## src/rtl/request_sender.sv

```systemverilog
// request_sender: sends up to two frames (P then Q) to a receiving controller.
// Each frame is a one-cycle request strobe, a one-cycle confirm strobe and a
// gap of GAP_CYCLES idle cycles. A one-cycle done pulse ends the sequence.
//
// Ports:
//   clock    - single clock, rising edge
//   reset_n  - asynchronous active-low reset
//   start    - single-cycle pulse requesting a sequence (ignored unless idle)
//   enP/enQ  - enable the P / Q frame
//   valueP/Q - 7-bit payloads for the P / Q frame
//   request  - frame-request strobe (registered)
//   confirm  - frame-confirm strobe (registered)
//   outData  - {payload[6:0], sel}, sel=1 for P, sel=0 for Q
//   busy     - high whenever the FSM is not idle
//   done     - one-cycle pulse when a sequence completes
module request_sender #(
    parameter int unsigned GAP_CYCLES = 1
) (
    input  logic       clock,
    input  logic       reset_n,
    input  logic       start,
    input  logic       enP,
    input  logic       enQ,
    input  logic [6:0] valueP,
    input  logic [6:0] valueQ,
    output logic       request,
    output logic       confirm,
    output logic [7:0] outData,
    output logic       busy,
    output logic       done
);

    localparam logic [3:0] GapInit = 4'(GAP_CYCLES - 1);

    typedef enum logic [2:0] {
        StIdle,
        StReqP,
        StConfP,
        StGapP,
        StReqQ,
        StConfQ,
        StGapQ,
        StDone
    } state_e;

    state_e     state;
    logic [3:0] gap_cnt;
    // The P payload and enable are consumed at capture time (the P frame is
    // loaded straight into outData), so only the Q side needs holding copies.
    logic       cap_en_q;
    logic [6:0] cap_value_q;

    always_ff @(posedge clock or negedge reset_n) begin
        if (!reset_n) begin
            state       <= StIdle;
            gap_cnt     <= 4'd0;
            cap_en_q    <= 1'b0;
            cap_value_q <= 7'd0;
            request     <= 1'b0;
            confirm     <= 1'b0;
            outData     <= 8'h00;
            busy        <= 1'b0;
            done        <= 1'b0;
        end else begin
            // Strobes are single-cycle unless a branch below re-asserts them.
            request <= 1'b0;
            confirm <= 1'b0;
            done    <= 1'b0;
            unique case (state)
                StIdle: begin
                    if (start && (enP || enQ)) begin
                        cap_en_q    <= enQ;
                        cap_value_q <= valueQ;
                        request     <= 1'b1;
                        busy        <= 1'b1;
                        if (enP) begin
                            state   <= StReqP;
                            outData <= {valueP, 1'b1};
                        end else begin
                            state   <= StReqQ;
                            outData <= {valueQ, 1'b0};
                        end
                    end
                end
                StReqP: begin
                    state   <= StConfP;
                    confirm <= 1'b1;
                end
                StConfP: begin
                    state   <= StGapP;
                    gap_cnt <= GapInit;
                end
                StGapP: begin
                    if (gap_cnt == 4'd0) begin
                        if (cap_en_q) begin
                            state   <= StReqQ;
                            request <= 1'b1;
                            outData <= {cap_value_q, 1'b0};
                        end else begin
                            state <= StDone;
                            done  <= 1'b1;
                        end
                    end else begin
                        gap_cnt <= gap_cnt - 4'd1;
                    end
                end
                StReqQ: begin
                    state   <= StConfQ;
                    confirm <= 1'b1;
                end
                StConfQ: begin
                    state   <= StGapQ;
                    gap_cnt <= GapInit;
                end
                StGapQ: begin
                    if (gap_cnt == 4'd0) begin
                        state <= StDone;
                        done  <= 1'b1;
                    end else begin
                        gap_cnt <= gap_cnt - 4'd1;
                    end
                end
                StDone: begin
                    // Any start seen here is dropped; idle is entered cleanly.
                    state <= StIdle;
                    busy  <= 1'b0;
                end
                default: begin
                    state <= StIdle;
                    busy  <= 1'b0;
                end
            endcase
        end
    end

endmodule

```

## config.mk

```make
export PLATFORM = sky130hd
export DESIGN_NAME = request_sender
export DESIGN_NICKNAME = d
export VERILOG_FILES = /design/src/rtl/request_sender.sv
export SDC_FILE = /design/constraint.sdc
export NUM_CORES = 1
export LEC_CHECK = 0
export CAP_MARGIN = 20
export CORE_MARGIN = 2
export CORE_UTILIZATION = 45
export CTS_CLUSTER_DIAMETER = 150
export CTS_CLUSTER_SIZE = 25
export DETAILED_ROUTE_END_ITERATION = 10
export PLACE_DENSITY = 0.75
export SLEW_MARGIN = 30
export SYNTH_ARGS = -nofsm -noshare
export SYNTH_HDL_FRONTEND = slang
export SYNTH_SLANG_ARGS = --single-unit
```

## constraint.sdc

```tcl
create_clock -name clock -period 1.8 [get_ports clock]
set_input_delay 0.36 -clock clock [delete_from_list [all_inputs] [get_ports clock]]
set_output_delay 0.36 -clock clock [all_outputs]
set_load 0.01 [all_outputs]
```

Word level (Yosys, flattened, before mapping)
Cells that the tools add are included.
{"block": "totals", "regBits": 27, "input_bits": 19, "output_inout_bits": 12, "elab_cells": 61}
{"block": "op_classes", "addsub": 1, "eq_ne": 12, "muxes": 24, "n_reduce_logical": 15}
{"operator": "8-bit two-way mux", "count": 4}
{"operator": "3-bit case mux with 8 select lines", "count": 1}
{"operator": "8-bit case mux with 2 select lines", "count": 1}
{"operator": "3-bit equality test, second input constant", "count": 4}
{"operator": "3-bit two-way mux", "count": 4}
{"operator": "2-bit != test, second input constant", "count": 5}
{"operator": "1-bit two-way mux", "count": 8}
{"operator": "4-bit case mux with 2 select lines", "count": 1}
{"operator": "3-bit by 2-bit equality test with 1-bit output, second input constant", "count": 2}
{"operator": "1-bit case mux with 2 select lines", "count": 3}
{"operator": "2-bit AND reduction", "count": 3}
{"operator": "2-bit nonzero test", "count": 3}
{"operator": "2-bit OR reduction", "count": 3}
{"operator": "4-bit zero test", "count": 1}
{"operator": "4-bit two-way mux", "count": 1}
{"operator": "4-bit AND reduction", "count": 1}
{"operator": "4-bit by 1-bit subtractor with 4-bit output, second input constant", "count": 1}
{"operator": "3-bit by 1-bit equality test with 1-bit output, second input constant", "count": 1}
{"operator": "3-bit zero test", "count": 1}
{"operator": "3-bit AND reduction", "count": 1}
{"operator": "2-bit two-way mux", "count": 1}
{"operator": "1-bit logical AND", "count": 1}
{"operator": "1-bit logical OR", "count": 1}

Depth between registers and ports, before layout
Gate-level depths: netlist (run 1).
{"block": "depth", "ltp_word": 4, "ltp_mapped": 7, "ltp_nobuf": 6}

Worst setup path after synthesis (run 1)
No wires, ideal clock.
{"block": "synth_path", "kind": "register to register", "start": "register gap_cnt[0]", "end": "register outData[0]", "setup_time_ns": 0.126, "arrival_ns": 1.656, "required_time_ns": 1.674, "setup_slack_ns": 0.017, "stages_incl_launch_ff": 8, "path_buffers": 1, "period_less_slack_ns": 1.783, "path_cell_list": "dfrtp_1 inv_1 ha_1 or3b_4 o32a_4 buf_6 nand2_1 o21ai_0"}
{"block": "synth_via", "elab_chain_cells": 3}
{"item": "start, declared", "line": "47", "text": "logic [3:0] gap_cnt;"}
{"item": "start signal, assigned", "line": "91", "text": "gap_cnt <= GapInit;"}
{"item": "start signal, assigned", "line": "104", "text": "gap_cnt <= gap_cnt - 4'd1;"}
{"item": "start signal, assigned", "line": "113", "text": "gap_cnt <= GapInit;"}
{"item": "4-bit zero test", "line": "94", "text": "if (gap_cnt == 4'd0) begin"}
{"item": "2-bit != test (no line)"}
{"item": "4-bit AND reduction (no line)"}
{"item": "end signal, assigned", "line": "78", "text": "outData <= {valueP, 1'b1};"}
{"item": "end signal, assigned", "line": "81", "text": "outData <= {valueQ, 1'b0};"}
{"item": "end signal, assigned", "line": "98", "text": "outData <= {cap_value_q, 1'b0};"}
{"item": "end, declared", "line": "28", "text": "output logic [7:0] outData,"}
Every way passes these cells.
A chain may end at the register's enable or synchronous reset.

Final worst setup path (run 1)
{"block": "layout_path", "start": "register gap_cnt[0]", "end": "register outData[5]"}
Same word-level chain as after synthesis.

==> results.md, run 1 <==
- Initial Utilization: 47.8%
- Max-cap viol count: 0
- Endpoints failing setup: 0
- Slew HR: 62.0%
- Worst path bufs/invs: 1
- CTS H-tree depth: 1
- Worst-path fanout max: 7
- Syn Nets: 173
- CP top delay family: simple AND/OR/NAND/NOR gates
- DP Worst Slack: -0.168 ns
- Antenna Cells: 0
- CP startpoint kind: flop
- Num CTS Buffers: 3
- Distinct cells, synth: 34
- Drt drc: 0
- Worst setup EP type: flop
- CP max stage delay: 0.44 ns
- DR pass1 iterations: 4
- Worst Setup Slack, final: 0.0371 ns
- Worst-Margin Slew: 0.569 ns
- VDD IR-drop max: 0.000610 V
- CP Class: flop to flop
- Final Skew: 0.00505 ns
- Mapped Cells: 152
- Chip width: 61.4 um
- Peak Freq: 567 MHz
- Count of state elements after synthesis: 27
- Layout cells sized above 1: 19.0%
- Vias: 1282
- Vias in the first global route: 1139
- PwrDens: 1390 mW/mm^2
- Row count: 20
- Area Overhead vs Synth: 31.8%
- Total grt overflow: 0
- Clk_lat worst skew: 0.33 ns
- Seq/Total Area, Yosys: 45.6%
- CP arrival: 1.99 ns
- Initial antenna violation count: 0
- CTS clk-pin slew, worst paths: 0.15 ns
- Vias per inst: 5.50
- Pleak: 0.886 nW
- PortBufs: 30
- Synthesized area: 0.00148 mm^2
- Clk buf depth: 2
- Core area: 0.00310 mm^2
- Cell chain of the critical path: inv_2, ha_4, or3b_4, o32a_4, nand2_1, o21ai_0
- CTS tree: done
- Pin count of the biggest net entering global routing: 28
- Top-level I/O count: 31
- Crit share post-route: 97.9%
- Fillcell total: 273
- Final-report max-slew violation count: 0
- Die Area: 0.00377 mm^2
- Average size of a mapped cell: 9.75 um^2
- Req. time, crit path: 2.03 ns
- Detailed Route Iter0 Violations: 97
- Fin nets: 211
- Final ANT Viol Nets: 0
- Fin. Hold Viols: 0
- Register-to-Register Setup Slack: 0.04 ns
- Min-Delay Path Class: input pin to asynchronous set/reset pin
- Gp weighted congestion: 0.880
- Wire per inst: 14.7 um
- Outcome: completed
- Detailed Place HPWL: 2.28 mm
- Post-Route WL: 3.43 mm
- Post-route minimum period: 1.76 ns
- Worst path slowest cell: or3b_4
- Clk Tree Root Cell: clkbuf_4
- Post-route core utilization: 63.0%
- Clock Sinks: 27
- Die Ht: 61.4 um
- Synth Warn #: 0
- GR Util All Layers: 17.9%
- First-pass GRT wire length: 5.04 mm
## cell usage in the layout, fill, tap and decap left out, types with 3 or more instances in the layout
| cell type | count |
|---|---|
| clkdlybuf4s50_1 | 30 |
| dfrtp_1 | 27 |
| o32a_4 | 3 |
| mux2i_1 | 8 |
| o221ai_1 | 3 |
| clkbuf_4 | 3 |
| o21ai_0 | 17 |
| nand2_1 | 23 |
| a21oi_1 | 9 |
| mux2_4 | 8 |
| o21ai_1 | 3 |
| buf_4 | 11 |
| nor2_1 | 12 |
| inv_1 | 3 |
## report_power, final
group | internal (mW) | switching (mW)
clock | 0.0850 | 0.187
combinational | 0.738 | 0.710
sequential | 0.848 | 0.143
## metrics by stage
stage               setup TNS, ns  hold slack (ns)  total power, mW  cells  cell area [um^2]
floorplan                       0           0.0644             1.90    152              1480
global placement           -0.494            0.461             2.29    226              1850
detailed placement          -1.30            0.480             2.35    226              1850
CTS                             0            0.395             2.63    230              1880
global route             -0.00795            0.402             2.93    233              1950
finish                          0            0.388             2.71    233              1950
## cell type report
cell class              count  area [um^2]  area share (%)
clock buffers               3         22.5            1.15
multi-input cells         112          792            40.5
repair buffers             41          383            19.6
inverters                   5         18.8           0.960
flip-flops and latches     27          676            34.6
clock inverters             1         7.51           0.384
well taps                  44         55.1            2.82
## logic make-up (layout without fill, tap and decap cells)
| family | Yosys count | in the layout | share of synthesized area, % |
|---|---|---|---|
| simple gates | 50 | 50 | 15.8 |
| compound gates | 41 | 43 | 17.4 |
| flops | 27 | 27 | 45.6 |
| mux | 16 | 16 | 13.5 |
| buf+inv | 15 | 50 | 5.48 |
| fa+ha+maj | 2 | 2 | 1.69 |
| xor+xnor | 1 | 1 | 0.591 |
## worst paths after layout
check / from / end / cells past startpoint
setup / recovery: gap_cnt[0] / outData[5] / 6
hold / removal: reset_n / outData[6] / 2
setup reg to reg: gap_cnt[0] / outData[5] / 6
hold reg to reg: outData[5] / outData[5] / 2
max in group asynchronous: reset_n / state[1] / 2
min in group clock: outData[5] / outData[5] / 2
## sequential cells by signal (all words and copies together), names as in the netlist
| register | count |
|---|---|
| confirm | 1 |
| state | 3 |
| done | 1 |
| busy | 1 |
| cap_value_q | 7 |
| gap_cnt | 4 |
| outData | 8 |
| request | 1 |
| cap_en_q | 1 |
## layer usage
| metal | vias up | share of wire [%] | GRT usage, % |
|---|---|---|---|
| met2 | 45 | 52 | 31.0 |
| met5 | - | 0 | 0 |
| met1 | 618 | 40 | 22.6 |
| met3 | 8 | 6.5 | 2.94 |
| li1 | 611 | - | - |
| met4 | 0 | 1.6 | 6.38 |
## cells in the mapped netlist
master	count	area share [%]
o21ai_1	1	0.34
nand3b_1	2	1.0
buf_1	1	0.25
dfrtp_1	27	46
nor3b_1	1	0.51
inv_1	5	1.3
o21ai_0	20	6.8
or3b_4	1	0.76
and2_1	1	0.42
nor4b_1	1	0.59
mux2i_1	8	5.4
buf_6	3	2.3
a21oi_1	9	3.0
o31ai_1	1	0.51
nor3_1	2	0.68
o32a_4	1	1.5
a21o_1	1	0.51
nand2_1	25	6.3
clkbuf_1	4	1.0
nor2_1	12	3.0
a2bb2oi_1	1	0.59
nand2b_1	1	0.42
a211oi_1	1	0.51
or2_1	1	0.42
or3_4	1	0.76
nor2b_1	2	0.84
mux2_4	8	8.1
o21bai_1	1	0.51
o221ai_1	3	1.8
xnor2_1	1	0.59
buf_2	2	0.68
ha_1	2	1.7
o221a_2	1	0.76
a31o_2	1	0.59
## repair_timing
action | in CTS | in global routing
pin swaps | 1 | 2
setup endpoints to repair | 7 | 8
hold endpoints to repair | 0 | 0
hold buffers | 0 | 0
resized for setup | 1 | 11
gates cloned | 0 | 2
buffers inserted | 0 | 1
(Power assumes the default switching activity.)
==> run 2, diff against run 1 <==
--- a/config.mk
+++ b/config.mk
@@ -7,11 +7,10 @@
 export LEC_CHECK = 0
 export CAP_MARGIN = 20
 export CORE_MARGIN = 2
-export CORE_UTILIZATION = 45
+export CORE_UTILIZATION = 30
 export CTS_CLUSTER_DIAMETER = 150
 export CTS_CLUSTER_SIZE = 25
 export DETAILED_ROUTE_END_ITERATION = 10
-export PLACE_DENSITY = 0.75
 export SLEW_MARGIN = 30
 export SYNTH_ARGS = -nofsm -noshare
 export SYNTH_HDL_FRONTEND = slang
==> results.md, run 2 (synthesis gave the netlist of run 1 again) <==
- Outcome: completed
- Pin count of the biggest net entering global routing: 28
- RSZ-0062 raised after global routing: true
- Most frequent cells in the layout: clkdlybuf4s50_1, dfrtp_1, nand2_1
- Total grt overflow: 0
- Worst setup EP type: flop
- CP arrival: 1.90 ns
- Fin. Hold Viols: 0
- Clk buf depth: 2
- Num CTS Buffers: 3
- Layout cells sized above 1: 18.0%
- Row count: 25
- Final Skew: 0.00530 ns
- Gp weighted congestion: 0.705
- Pleak: 0.891 nW
- Post-CTS Setup Bufs: 0
- Drt drc: 0
- Post-Route WL: 3.38 mm
- Worst-path fanout max: 7
- Slew HR: 66.7%
- Max reg flops: 8
- DP Worst Slack: -0.148 ns
- CTS H-tree depth: 1
- CP top delay family: simple AND/OR/NAND/NOR gates
- Clk Tree Root Cell: clkbuf_8
- Fin nets: 211
- Detailed Route Iter0 Violations: 85
- Min-Delay Path Class: input pin to asynchronous set/reset pin
- Post-Layout Cell Count: 256
- DR pass1 iterations: 4
- Vias per inst: 4.80
- Detailed Place HPWL: 2.28 mm
- Peak Freq: 575 MHz
- CP startpoint kind: flop
- PortBufs: 30
- Die Area: 0.00552 mm^2
- Antenna Cells: 0
- PwrDens: 1400 mW/mm^2
- Post-route core utilization: 42.0%
- Cell chain of the critical path: inv_2, ha_4, or3b_4, o32a_4, nand2_1, o21ai_1
- Leading cell type in the layout, fill and taps excluded: clkdlybuf4s50_1
- Wire per inst: 13.2 um
- Chip width: 74.3 um
- GR Util All Layers: 13.2%
- Top-level I/O count: 31
- Post-Place Cells: 250
- Final instance area: 0.00200 mm^2
- Biggest register: outData
- Clk_lat worst skew: 0.28 ns
- Final ANT Viol Nets: 0
- Final-report max-slew violation count: 0
- Clock Sinks: 27
- CTS tree: done
- Initial Utilization: 31.2%
- Critical path origin: gap_cnt[1]
- CTS clk-pin slew, worst paths: 0.10 ns
- VDD IR-drop max: 0.000659 V
- Post-route minimum period: 1.74 ns
- Worst path slowest cell: or3b_4
- Vias: 1229
- Core area: 0.00475 mm^2
- CP max stage delay: 0.44 ns
- Worst path bufs/invs: 1
- Endpoints failing setup: 0
- Max-cap viol count: 0
- Biggest regs: outData x8, cap_value_q x7, gap_cnt x4
- CP Class: flop to flop
- Fillcell total: 480
- First-pass GRT wire length: 5.62 mm
- Req. time, crit path: 1.96 ns
- Worst-Margin Slew: 0.499 ns
- Crit share post-route: 96.6%
- Area Overhead vs Synth: 34.6%
- Vias in the first global route: 1106
- Worst Setup Slack, final: 0.0606 ns
- Initial antenna violation count: 0
- FF-to-FF Start: gap_cnt[1]
- Worst hold slack: 0.446 ns
- Placed cell areas: 0.00189 mm^2
- Die Ht: 74.3 um
run 2: per-stage QoR:
step	TNS, ns	total power [mW]
after floorplan	0	1.90
after global placement	-0.654	2.33
after detailed placement	-1.10	2.36
after CTS	0	2.72
after global routing	-0.0133	3.03
final	0	2.79
run 2: area by class of cell:
cell class / instances / area, um^2 / share of cell area [%]
Timing Repair Buffer: 41 / 383 / 19.2
Sequential cell: 27 / 676 / 33.9
Clock buffer: 3 / 41.3 / 2.07
Clock inverter: 1 / 7.51 / 0.376
Tap cell: 67 / 83.8 / 4.20
Multi-Input combinational cell: 112 / 786 / 39.4
Inverter: 5 / 18.8 / 0.940
run 2: metal layers:
layer / share of wire, % / global-route usage [%] / vias up
met5: 0 / 0 / -
met4: 1.6 / 4.76 / 0
met3: 3.4 / 0.813 / 4
met2: 40 / 19.2 / 32
met1: 55 / 20.7 / 576
li1: - / - / 617
run 2: what timing repair did:
item                                    CTS  global route
gates resized for setup                   0            11
hold buffers                              0             0
pin swaps                                 1             3
gates cloned                              0             2
endpoints found under the setup margin    5             8
run 2: final timing paths:
kind | endpoint | slack, ns | cells past startpoint
setup reg to reg | outData[2] | 0.06 | 6
hold / removal | cap_value_q[6] | 0.45 | 2
max in group asynchronous | gap_cnt[2] | 1.09 | 2
hold reg to reg | outData[6] | 0.49 | 2
setup / recovery | outData[2] | 0.06 | 6
min in group clock | outData[6] | 0.49 | 2
run 2: power breakdown:
part / switching [mW] / internal [mW]
Combinational: 0.709 / 0.733
Sequential: 0.133 / 0.849
Clock: 0.207 / 0.157
Total: 1.05 / 1.74
==> run 3, diff against run 2 <==
--- a/config.mk
+++ b/config.mk
@@ -11,6 +11,7 @@
 export CTS_CLUSTER_DIAMETER = 150
 export CTS_CLUSTER_SIZE = 25
 export DETAILED_ROUTE_END_ITERATION = 10
+export DONT_BUFFER_PORTS = 1
 export SLEW_MARGIN = 30
 export SYNTH_ARGS = -nofsm -noshare
 export SYNTH_HDL_FRONTEND = slang
==> results.md, run 3 (synthesis gave the netlist of run 1 again) <==
- Top-level I/O count: 31
- Endpoints failing setup: 0
- Worst hold slack: 0.214 ns
- Clk pwr share: 14.4%
- Min-Delay Path Class: input pin to flop
- Switching Share: 40.1%
- Detailed Route Iter0 Violations: 62
- Gate power share: 44.6%
- CP Class: flop to flop
- Slew HR: 66.2%
- Int Power: 1.54 mW
- Post-Route WL: 3.32 mm
- Outcome: completed
- Vias: 1128
- Worst Setup Slack, final: 0.0737 ns
- Total Power: 2.57 mW
- CTS tree: done
- Total grt overflow: 0
- Worst-path fanout max: 7
- Clk_lat worst skew: 0.28 ns
- Cell chain of the critical path: inv_2, ha_4, or3b_4, o32a_4, nand2_1, o21ai_0
- Switch Pwr: 1.03 mW
- PortBufs: 0
- Final instance area: 0.00172 mm^2
- Area Overhead vs Synth: 15.9%
- Num CTS Buffers: 3
- Drt drc: 0
- CTS H-tree depth: 1
- DP Worst Slack: 0.0227 ns
- Core area: 0.00475 mm^2
- Pleak: 0.792 nW
- Clock Sinks: 27
- VDD IR-drop max: 0.000455 V
- Initial antenna violation count: 0
- Layout cells sized above 1: 21.3%
- Initial Utilization: 31.2%
- Wire per inst: 14.6 um
- Clk buf depth: 2
- Number of cells on the critical path: 6
- Gp weighted congestion: 0.769
- Pin count of the biggest net entering global routing: 28
- Chip width: 74.3 um
- CP arrival: 1.90 ns
- Worst-Margin Slew: 0.507 ns
- RSZ-0062 raised after global routing: false
- Worst path slowest cell: or3b_4
- Hold path depth: 1
- Crit share post-route: 95.9%
- Max-cap viol count: 0
- Fin nets: 182
- Fin. Hold Viols: 0
- Post-Layout Cell Count: 227
- Biggest register: outData
- Biggest regs: outData x8, cap_value_q x7, gap_cnt x4
- CP max stage delay: 0.43 ns
- Final Skew: 0.00611 ns
- Most frequent cells in the layout: dfrtp_1, nand2_1, o21ai_0
- GR Util All Layers: 12.3%
- TNS Setup: 0 ns
- Post-route minimum period: 1.73 ns
- Post-Place Cells: 217
- First-pass GRT wire length: 5.16 mm
- Final-report max-slew violation count: 0
- Vias per inst: 4.97
- Placed cell areas: 0.00156 mm^2
- Worst-case reg-to-reg path depth: 6
- Worst setup EP type: flop
- Vias in the first global route: 1045
- PwrDens: 1490 mW/mm^2
- Leading cell type in the layout, fill and taps excluded: dfrtp_1
- Die Ht: 74.3 um
- Peak Freq: 579 MHz
- Sequential share of power: 41.0%
- DR pass1 iterations: 4
- CP top delay family: simple AND/OR/NAND/NOR gates
- Clk Tree Root Cell: clkbuf_8
- Antenna Cells: 0
- Max reg flops: 8
- Die Area: 0.00552 mm^2
- Req. time, crit path: 1.97 ns
- Row count: 25
- Final ANT Viol Nets: 0
- Detailed Place HPWL: 2.17 mm
- Post-route core utilization: 36.2%
- CP startpoint kind: flop
- CTS clk-pin slew, worst paths: 0.10 ns
- Worst path bufs/invs: 1
## run 3: final timing paths
check                               start             end  slack, ns
setup / recovery               gap_cnt[0]      outData[7]       0.07
hold / removal                  valueQ[1]  cap_value_q[1]       0.21
setup reg to reg               gap_cnt[0]      outData[7]       0.07
hold reg to reg            cap_value_q[5]  cap_value_q[5]       0.52
max in group asynchronous         reset_n        cap_en_q       1.12
min in group asynchronous         reset_n  cap_value_q[1]       0.51
## run 3: repair_timing
item                       in CTS  in global routing
setup endpoints to repair       0                  8
buffers inserted                0                  2
hold buffers                    2                  0
gates resized for setup         0                 10
hold endpoints to repair       27                  0
## run 3: power groups by stage
stage	sequential, mW	clock, mW	combinational [mW]
2_1_floorplan	1.02	0	0.872
4_1_cts	1.05	0.385	1.05
6_report	1.05	0.371	1.15
3_3_place_gp	1.06	0	1.02
5_1_grt	1.09	0.404	1.29
3_5_place_dp	1.07	0	1.03
## run 3: routing by layer
layer	track usage, %	share of wire (%)	wire [um]
met5	0	0	0
met4	6.55	2.1	70
met3	1.36	4.0	133
met2	17.2	44	1460
met1	18.7	50	1650
## run 3: area by class of cell
type                       count  area [um^2]
sequential                    27          676
inverter                       5         18.8
clock buffer                   3         41.3
timing repair buffer          12          105
clock inverter                 1         8.76
tap                           67         83.8
multi-input combinational    112          786
fill                         500         3040
==> RTL change (flow settings as in run 2) <==
Encoding of `state_e`: now one-hot (8 bits for 8 states).
--- a/src/rtl/request_sender.sv
+++ b/src/rtl/request_sender.sv
@@ -32,15 +32,15 @@
 
     localparam logic [3:0] GapInit = 4'(GAP_CYCLES - 1);
 
-    typedef enum logic [2:0] {
-        StIdle,
-        StReqP,
-        StConfP,
-        StGapP,
-        StReqQ,
-        StConfQ,
-        StGapQ,
-        StDone
+    typedef enum logic [7:0] {
+        StIdle  = 8'b00000001,
+        StReqP  = 8'b00000010,
+        StConfP = 8'b00000100,
+        StGapP  = 8'b00001000,
+        StReqQ  = 8'b00010000,
+        StConfQ = 8'b00100000,
+        StGapQ  = 8'b01000000,
+        StDone  = 8'b10000000
     } state_e;
 
     state_e     state;
Formal check against the unedited RTL: no difference found for any inputs over 10 cycles, from zero or initial values and one cycle with reset_n low; not proved beyond that.
==> RTL change against run 2 <==
  * Cell area increased by 13%
  * Critical path depth shrank 1
  * Clock power is 63% higher
  * Worst setup slack improved by 0.051 ns
  * Combinational power is 20% lower
  * Count of clock-buffer cells in the layout increased by 4
  * Via count up 4.5%
  * Hold slack gained 0.0024 ns
  * Sequential cell count is 5 higher
  * Routed wire length is 7.0% higher
  * Area after synthesis up 9.2%
  * Total power rose by 3.8%
==> RTL change: results (changes against run 2) <==
Worst setup path
  – Critical Path Fanout Max: 9 (was 7)
  – Crit path launch: state[6]$_DFFE_PN0P_ (was gap_cnt[1]$_DFFE_PN0P_)
  – FF-to-FF End: done$_DFF_PN0_ (was outData[2]$_DFFE_PN0P_)
  – Slowest-stage cell, CP: dfrtp_1 (was or3b_4)
  – Reg2Reg Depth: 5 (was 6)
  – Slowest stage delay, CP: 0.41 ns (was 0.44 ns)
  – Reg2Reg Setup Slack: 0.11 ns (was 0.06 ns)

Finish
  – Multi-input gates: 102 (was 112)
  – Share of layout cells above drive strength 1: 25.8% (was 18.0%)
  – Flip-flop and latch area: 802 um^2 (was 676 um^2)
  – Non-clk invs: 6 (was 5)
  – Repair and plain buffers: 47 (was 41)
  – Non-Clock Buffer Area Fraction: 20.1% (was 19.2%)
  – Post-layout net count: 215 (was 211)
  – Finished Layout Cells: 264 (was 256)

Yosys
  – Top post-synthesis cells by count: dfrtp_1 (31), mux2_2 (15), o21ai_0 (14) (was dfrtp_1 (27), nand2_1 (25), o21ai_0 (20))
  – Mux contribution to synthesized area: 15.4% (was 13.5%)
  – Synth Area in XOR/XNOR: 1.08% (was 0.591%)
  – Adder-cell area share of the yosys netlist: 1.55% (was 1.69%)
  – Sequential area share after synthesis: 49.5% (was 45.6%)
  – Netlist cell types: 39 (was 34)
  – Syn nets: 163 (was 173)

GRT
  – GRT Overall Usage: 13.0% (was 13.2%)
  – First-pass GRT wire length: 6.10 mm (was 5.62 mm)

STA
  – Clk_skew: 0.00234 ns (was 0.00530 ns)

Placed design
  – Placed Area: 2140 um^2 (was 1890 um^2)

Run status
  – Status: finished clean (unchanged)

Power and ir drop
  – PD cells: 1280 nW/um^2 (was 1400 nW/um^2)
  – Leakage: 0.00104 uW (was 0.000891 uW)

Clock network
  – Clk slew on worst S/H paths: 0.06 ns (was 0.10 ns)
  – CTS Buf Count: 5 (was 3)

Route
  – Via/cell ratio: 4.86 (was 4.80)
-- RTL change: cell count changes in the layout (fill, tap and decap cells not counted), moves of 4 or more --
cell             run 2  this run
nand3_1              0        11
mux2_2               0        15
a21oi_1              9         1
buf_4               11        15
mux2_4               8         0
o21ai_1              5         0
nand4_1              0         4
dfrtp_1             27        31
clkbuf_8             3         7
nand2_1             24         3
-- RTL change: timing repair --
item,CTS,global route
buffers inserted,0,1
setup endpoints to repair,0,9
gates resized for setup,0,2
-- RTL change: layer usage --
layer / vias up / global-route usage, % / routed length (um)
met5: - / 0 / 0
met1: 609 / 18.2 / 1800
met2: 34 / 19.7 / 1620
met3: 7 / 3.49 / 149
met4: 0 / 3.75 / 41
li1: 634 / - / -
-- RTL change: power breakdown --
group | internal [uW] | switching (uW)
clock network | 340 | 253
registers | 975 | 177
logic | 657 | 492
-- RTL change: kinds of logic after synthesis --
kind of cell	count (synthesis)
simple gates	49
xor+xnor	2
mux	23
fa+ha+maj	2
compound gates	26
buf+inv	8
flops	32
